$ cat config.mk
export PLATFORM = sky130hd
export DESIGN_NAME = reg_write_arbiter
export DESIGN_NICKNAME = d
export VERILOG_FILES = /design/src/rtl/reg_arb_pkg.sv /design/src/rtl/reg_write_arbiter_rr_pick.sv /design/src/rtl/reg_write_arbiter.sv
export SDC_FILE = /design/constraint.sdc
export NUM_CORES = 1
export LEC_CHECK = 0
export CAP_MARGIN = 20
export CORE_AREA = 2 2 63 89
export CTS_CLUSTER_DIAMETER = 40
export DETAILED_ROUTE_END_ITERATION = 7
export DIE_AREA = 0 0 65 91
export MAX_ROUTING_LAYER = met4
export PLACE_DENSITY = 0.76
export SLEW_MARGIN = 25
export SYNTH_ARGS = -nofsm -noshare
export SYNTH_HDL_FRONTEND = slang
export SYNTH_SLANG_ARGS = --single-unit
$ cat constraint.sdc
create_clock -name CLK -period 2.4 [get_ports CLK]
set_clock_uncertainty 0.05 [all_clocks]
set_input_delay 0.72 -clock CLK [delete_from_list [all_inputs] [get_ports CLK]]
set_output_delay 0.72 -clock CLK [all_outputs]
set_load 0.01 [all_outputs]
$ cat src/rtl/reg_arb_pkg.sv
// Shared types and default widths for the register write arbiter.
// Imported by the arbiter top and its round-robin picker.
package reg_arb_pkg;

  localparam int DW = 16;
  localparam int AW = 3;

  typedef enum logic {
    ST_IDLE  = 1'b0,
    ST_WRITE = 1'b1
  } state_e;

  function automatic int ptr_bits(input int n);
    return (n > 1) ? $clog2(n) : 1;
  endfunction

endpackage

$ cat src/rtl/reg_write_arbiter_rr_pick.sv
// Round-robin winner search over a request vector.
// Scans from ptr upward with wrap; purely combinational.
module rr_pick
  import reg_arb_pkg::*;
#(
  parameter int N_REQ = 4,
  parameter int PW    = ptr_bits(N_REQ)
) (
  input  logic [N_REQ-1:0] req,
  input  logic [PW-1:0]    ptr,
  output logic [PW-1:0]    idx,
  output logic             valid
);

  logic [PW-1:0] cand;

  always_comb begin
    idx   = '0;
    valid = 1'b0;
    cand  = '0;
    for (int k = 0; k < N_REQ; k++) begin
      cand = PW'((int'(ptr) + k) % N_REQ);
      if (!valid && req[cand]) begin
        valid = 1'b1;
        idx   = cand;
      end
    end
  end

endmodule

$ cat src/rtl/reg_write_arbiter.sv
// Round-robin write arbiter driving a shared clock-enabled register bank.
// Output registers hold the latched grant/address/data for the WRITE cycle.
module reg_write_arbiter #(
  parameter int N_REQ = 4,
  parameter int N_REG = 8,
  parameter int DW    = reg_arb_pkg::DW,
  parameter int AW    = reg_arb_pkg::AW
) (
  input  logic                CLK,
  input  logic                CLR_N,
  input  logic [N_REQ-1:0]    REQ,
  input  logic [N_REQ*AW-1:0] ADDR,
  input  logic [N_REQ*DW-1:0] WDATA,
  output logic [N_REQ-1:0]    GNT,
  output logic [N_REG-1:0]    REG_CE,
  output logic [DW-1:0]       REG_D,
  output logic                BUSY,
  output logic                ERR
);

  import reg_arb_pkg::*;

  localparam int PW = ptr_bits(N_REQ);

  state_e        state, state_nx;
  logic [PW-1:0] ptr, ptr_nx;
  logic [PW-1:0] win;
  logic          win_valid;
  logic [AW-1:0] addr_w;
  logic [DW-1:0] data_w;

  logic [N_REQ-1:0] gnt_nx;
  logic [N_REG-1:0] ce_nx;
  logic [DW-1:0]    d_nx;
  logic             busy_nx;
  logic             err_nx;

  rr_pick #(
    .N_REQ (N_REQ),
    .PW    (PW)
  ) u_pick (
    .req   (REQ),
    .ptr   (ptr),
    .idx   (win),
    .valid (win_valid)
  );

  always_comb begin
    addr_w = '0;
    data_w = '0;
    for (int i = 0; i < N_REQ; i++) begin
      if (win == PW'(i)) begin
        addr_w = ADDR[i*AW +: AW];
        data_w = WDATA[i*DW +: DW];
      end
    end
  end

  // Outputs are computed on the IDLE->WRITE edge, so they
  // double as the latched winner, address and data.
  always_comb begin
    state_nx = state;
    ptr_nx   = ptr;
    gnt_nx   = '0;
    ce_nx    = '0;
    d_nx     = '0;
    busy_nx  = 1'b0;
    err_nx   = 1'b0;
    unique case (state)
      ST_IDLE: begin
        if (win_valid) begin
          state_nx = ST_WRITE;
          ptr_nx   = (int'(win) == N_REQ - 1) ? '0 : win + 1'b1;
          busy_nx  = 1'b1;
          d_nx     = data_w;
          for (int i = 0; i < N_REQ; i++) begin
            gnt_nx[i] = (win == PW'(i));
          end
          if (int'(addr_w) < N_REG) begin
            for (int r = 0; r < N_REG; r++) begin
              ce_nx[r] = (int'(addr_w) == r);
            end
          end else begin
            err_nx = 1'b1;
          end
        end
      end
      ST_WRITE: begin
        state_nx = ST_IDLE;
      end
      default: begin
        state_nx = ST_IDLE;
      end
    endcase
  end

  always_ff @(posedge CLK or negedge CLR_N) begin
    if (!CLR_N) begin
      state  <= ST_IDLE;
      ptr    <= '0;
      GNT    <= '0;
      REG_CE <= '0;
      REG_D  <= '0;
      BUSY   <= 1'b0;
      ERR    <= 1'b0;
    end else begin
      state  <= state_nx;
      ptr    <= ptr_nx;
      GNT    <= gnt_nx;
      REG_CE <= ce_nx;
      REG_D  <= d_nx;
      BUSY   <= busy_nx;
      ERR    <= err_nx;
    end
  end

endmodule

==> impl_metrics.env, run 1 <==
export IMPL_start_util_pct=34.4
export IMPL_hold_path_class="flop to flop"
export IMPL_period_share_pct=98.9
export IMPL_ios=112
export IMPL_async_reset_ff_share_pct=100
export IMPL_setup_violations=0
export IMPL_drt_pre_antenna_iters=4
export IMPL_setup_tns_final_ns=0
export IMPL_clk_pin_slew_ns=0.07
export IMPL_grt_overflow=0
export IMPL_place_detailed_hpwl_um=4670
export IMPL_nFillCells=416
export IMPL_dr_total_vias=1920
export IMPL_crit_fanout=6
export IMPL_layout_cells_non_filler=386
export IMPL_drtIter0Drc=114
export IMPL_synthAdderAreaFrac_pct=2.86
export IMPL_cts_buffers_inserted=5
export IMPL_place_congestion=0.799
export IMPL_drt_vias_per_instance=4.97
export IMPL_die_x_um=65
export IMPL_slew_violations=0
export IMPL_synth_compound_gate_area_share_pct=22.0
export IMPL_drc=0
export IMPL_drv_cap=0
export IMPL_cts_tree="done"
export IMPL_diodes=0
export IMPL_io_buffers=110
export IMPL_cts_sinks=31
export IMPL_synth_top_flop_cell="dfrtp_1"
export IMPL_drtAntennaViolNets=0
export IMPL_powerDensity_mw_per_mm2=1040
export IMPL_synth_xor_area_share_pct=0
export IMPL_final_util_pct=64.5
export IMPL_yosys_warnings=0
export IMPL_synth_edff_count=0
export IMPL_cp_required_ns=2.53
export IMPL_die_area_mm2=0.00592
export IMPL_synth_nets=277
export IMPL_p_total_uw=3410
export IMPL_cp_arrival_ns=2.50
export IMPL_synth_top_family_by_area="simple AND/OR/NAND/NOR gates"
export IMPL_synth_cell_types=38
export IMPL_worst_setup_path_start_kind="primary input"
export IMPL_fmax_mhz=421
export IMPL_clock_path_buffers=2
export IMPL_row_count=31
export IMPL_cts_max_level=2
export IMPL_peakVddDrop_mv=0.651
export IMPL_leakage_uw=0.00138
export IMPL_final_common_cell="clkdlybuf4s50_1"
export IMPL_cts_hold_buf=0
export IMPL_synth_cells=191
export IMPL_final_cell_mix="clkdlybuf4s50_1, dfrtp_1, nand2_1, buf_4, a21oi_1"
export IMPL_design_core_area_mm2=0.00508
export IMPL_wl_um=6110
export IMPL_grt_pass1_wl_um=9670
export IMPL_holdWs_ns=0.594
export IMPL_root_buffer="clkbuf_8"
export IMPL_drive_gt1_share_pct=19.4
export IMPL_die_y_um=91
export IMPL_status="finished, final reports clean"
export IMPL_hold_violations=0
export IMPL_insertion_delay_ns=0.29
export IMPL_post_drt_wl_per_cell_um=15.8
export IMPL_seq_area_frac_synth_pct=44.3
export IMPL_area_growth_pct=87.3
export IMPL_end_kind="flop"
export IMPL_avgSynthCellArea_um2=9.16
export IMPL_synthMuxAreaShare_pct=0
export IMPL_grtUsageTotal_pct=21.9
export IMPL_antenna_found_initial=0
export IMPL_grt_max_degree=33
export IMPL_synth_simple_gate_area_share_pct=24.2
export IMPL_synth_seq_cells=31
export IMPL_synth_cell_area_mm2=0.00175
export IMPL_rsz0062_at_grt="yes"
export IMPL_place_inst=373
export IMPL_worst_setup_path_type="primary input to flop"
export IMPL_fin_nets=405
export IMPL_finalCriticalPeriod_ns=2.37
export IMPL_grt_pass1_vias=2043
==> metal layers <==
| metal | GRT usage [%] | share of wire (%) | vias up |
|---|---|---|---|
| li1 | - | - | 936 |
| met1 | 23.2 | 37 | 898 |
| met2 | 39.3 | 55 | 73 |
| met3 | 3.84 | 4.6 | 13 |
| met4 | 9.04 | 2.5 | 0 |
| met5 | - | 0 | - |
==> power breakdown <==
group          switching, µW  leakage [µW]  internal (µW)  total, µW
Sequential              66.8      0.000411            709        775
Combinational            976      0.000914           1130       2110
Clock                    216     0.0000581            309        525
==> logic make-up after synthesis <==
group	count (synthesis)
and+or+nand+nor	83
AOI/OAI and AO/OA	52
DFF	31
buffers and inverters	20
adders and majority gates	4
other	1
==> flip-flops by register name, indices dropped and copies added, names as in the netlist <==
signal,flops
GNT,4
ptr,2
BUSY,1
REG_CE,8
REG_D,16
==> per-stage QoR <==
stage                     setup WS (ns)  area (µm²)
final                            0.0273        3280
after global routing            -0.0320        3280
after CTS                       0.00311        3240
after detailed placement         -0.713        3080
after global placement           -0.607        3080
after floorplan                 -0.0947        1830
==> Yosys cell counts, types with 3 or more instances <==
cell type	n	share of area (%)
a21oi_1	18	5.2
a211oi_1	4	1.7
dfrtp_1	31	44
clkbuf_1	6	1.3
a211o_1	3	1.5
nand2_1	26	5.6
and2_1	3	1.1
ha_1	4	2.9
nor2b_1	3	1.1
nand3_1	16	4.6
nand2b_1	16	5.7
inv_1	3	0.64
buf_2	4	1.1
nor2_1	11	2.4
a221o_1	15	8.6
==> cell type report <==
cell class	instances	area (µm²)	share of cell area (%)
timing repair buffer	136	1320	40.1
multi-input combinational	140	961	29.3
sequential	31	776	23.7
tap	66	82.6	2.52
clock buffer	5	68.8	2.10
clock inverter	3	43.8	1.34
inverter	5	28.8	0.879
==> what timing repair did <==
item                                    4_1_cts  5_1_grt
cloned                                        0        0
pin swaps                                     7        6
hold endpoints to repair                      0        0
buffers inserted                              2        4
endpoints found under the setup margin       25       20
resized for setup                            29        6
==> worst max-delay path, cell delays in order <==
cell      delay, ns
buf_6          0.09
or4_4          0.53
and3_4         0.19
ha_4           0.19
buf_6          0.13
nand3b_1       0.18
a211o_1        0.32
nand2_2        0.10
nor2_1         0.04
==> final timing paths <==
check	slack (ns)	cells past startpoint	startpoint	to
max	0.03	9	REQ[0]	REG_CE[0]
min	0.59	2	ptr[0]	ptr[0]
max reg2reg	0.16	9	ptr[1]	REG_CE[0]
min reg2reg	0.59	2	ptr[0]	ptr[0]
max in group asynchronous	1.22	2	CLR_N	REG_D[9]
min in group asynchronous	0.77	2	CLR_N	ptr[0]
No activity file was read; power rests on OpenSTA's default activity.
==> run 2: changes to the inputs <==
- CORE_AREA: 2 2 63 89 -> 2 2 61 92
- DIE_AREA: 0 0 65 91 -> 0 0 63 94
==> run 2 against run 1 <==
The run now ends with negative setup slack left. Critical path depth is the same. Total power rose by 0.87%. Clock power down 24%. Die area increased by 0.12%. Register-to-register slack got worse by 0.02 ns. Critical endpoint unchanged. Largest power group unchanged.
==> impl_metrics.env, run 2 (synthesis results as in run 1) <==
export IMPL_cp_required_ns=2.53
export IMPL_grt_pass1_vias=2024
export IMPL_cts_hold_buf=0
export IMPL_multi_input_area_mm2=0.00102
export IMPL_drtIter0Drc=63
export IMPL_drc=0
export IMPL_layout_cells_non_filler=393
export IMPL_start_util_pct=34.4
export IMPL_place_inst=377
export IMPL_ios=112
export IMPL_violations="negative setup slack"
export IMPL_setup_violations=1
export IMPL_wl_um=6290
export IMPL_drv_cap=0
export IMPL_diodes=0
export IMPL_drt_pre_antenna_iters=4
export IMPL_fin_nets=410
export IMPL_dr_total_vias=1951
export IMPL_largest_reg_flops=16
export IMPL_die_x_um=63
export IMPL_clk_pin_slew_ns=0.07
export IMPL_period_share_pct=100
export IMPL_seq_area_um2=776
export IMPL_worst_setup_path_type="primary input to flop"
export IMPL_final_cell_mix="clkdlybuf4s50_1, dfrtp_1, nand2_1, buf_4, a21oi_1"
export IMPL_grt_pass1_wl_um=9830
export IMPL_crit_fanout=6
export IMPL_root_buffer="clkbuf_8"
export IMPL_cts_tree="done"
export IMPL_largest_registers="REG_D (16), REG_CE (8), GNT (4)"
export IMPL_drive_gt1_share_pct=22.5
export IMPL_final_util_pct=66.2
export IMPL_drt_vias_per_instance=4.96
export IMPL_place_detailed_hpwl_um=4660
export IMPL_clock_path_buffers=2
export IMPL_grt_max_degree=32
export IMPL_hold_violations=0
export IMPL_worst_setup_path_start_kind="primary input"
export IMPL_powerDensity_mw_per_mm2=1020
export IMPL_fmax_mhz=416
export IMPL_area_growth_pct=92.6
export IMPL_place_congestion=0.865
export IMPL_die_y_um=94
export IMPL_insertion_delay_ns=0.28
export IMPL_drtAntennaViolNets=0
export IMPL_slew_violations=0
export IMPL_cts_sinks=31
export IMPL_peakVddDrop_mv=0.559
export IMPL_die_area_mm2=0.00592
export IMPL_antenna_found_initial=0
export IMPL_final_setup_worst_slack_ns=-0.00457
export IMPL_row_count=32
export IMPL_end_kind="flop"
export IMPL_leakage_uw=0.00141
export IMPL_nFillCells=417
export IMPL_largest_register="REG_D"
export IMPL_hold_path_class="flop to flop"
export IMPL_post_drt_wl_per_cell_um=16.0
export IMPL_cts_max_level=2
export IMPL_status="finished with violations"
export IMPL_grtUsageTotal_pct=22.2
export IMPL_cp_arrival_ns=2.53
export IMPL_finalCriticalPeriod_ns=2.40
export IMPL_rsz0062_at_grt="yes"
export IMPL_min_path_cells=3
export IMPL_ff2ff_path_depth=9
export IMPL_grt_overflow=0
export IMPL_final_common_cell="clkdlybuf4s50_1"
export IMPL_cts_buffers_inserted=5
export IMPL_design_core_area_mm2=0.00508
export IMPL_io_buffers=110
==> run 2: per-stage QoR <==
stage	hold WS (ns)	total power [µW]	TNS [ns]	area, µm²	setup WS [ns]
CTS	0.582	3340	0	3280	0.0321
detailed placement	0.558	2750	-15.84	3100	-0.698
global route	0.621	3680	-0.330	3370	-0.0660
floorplan	0.374	1900	-1.52	1830	-0.0947
finish	0.591	3440	-0.00457	3370	-0.00457
global placement	0.562	2720	-14.66	3100	-0.648
==> run 2: where the power goes <==
part           internal (µW)  switching [µW]  leakage [µW]  total, µW
registers                710            75.2      0.000411        785
logic                   1220            1030      0.000956       2250
clock network            202             197     0.0000412        399
total                   2130            1300       0.00141       3440
==> run 2: layer usage <==
metal / share of wire (%) / wire (µm) / track usage [%]
met1: 37 / 2330 / 23.0
met2: 56 / 3530 / 41.0
met3: 4.8 / 299 / 4.20
met4: 2.2 / 136 / 9.07
met5: 0 / 0 / -
==> run 2: timing repair <==
item,CTS,global route
buffers inserted,6,3
resized for setup,32,20
pin swaps,11,17
endpoints found under the setup margin,26,24
gates cloned,0,0
==> run 2: final timing paths <==
check | from | to | slack (ns)
min in group asynchronous | CLR_N | GNT[2] | 0.78
max | REQ[3] | REG_CE[0] | -0.005
min | ptr[1] | ptr[1] | 0.59
max in group asynchronous | CLR_N | REG_D[4] | 1.22
min reg2reg | ptr[1] | ptr[1] | 0.59
max reg2reg | ptr[1] | REG_CE[0] | 0.14
==> run 2: area by class of cell <==
type                       instances  share of cell area, %
timing repair buffer             141                   40.9
multi-input combinational        140                   30.2
sequential                        31                   23.0
tap                               68                   2.53
clock buffer                       6                   2.15
inverter                           5                  0.854
clock inverter                     2                  0.371
==> run 2: critical path: stages <==
cell	delay [ns]
buf_6	0.09
or4_4	0.55
and3_4	0.20
ha_4	0.19
buf_6	0.12
nand3b_1	0.18
a211o_1	0.35
nand2_2	0.10
nor2_2	0.04
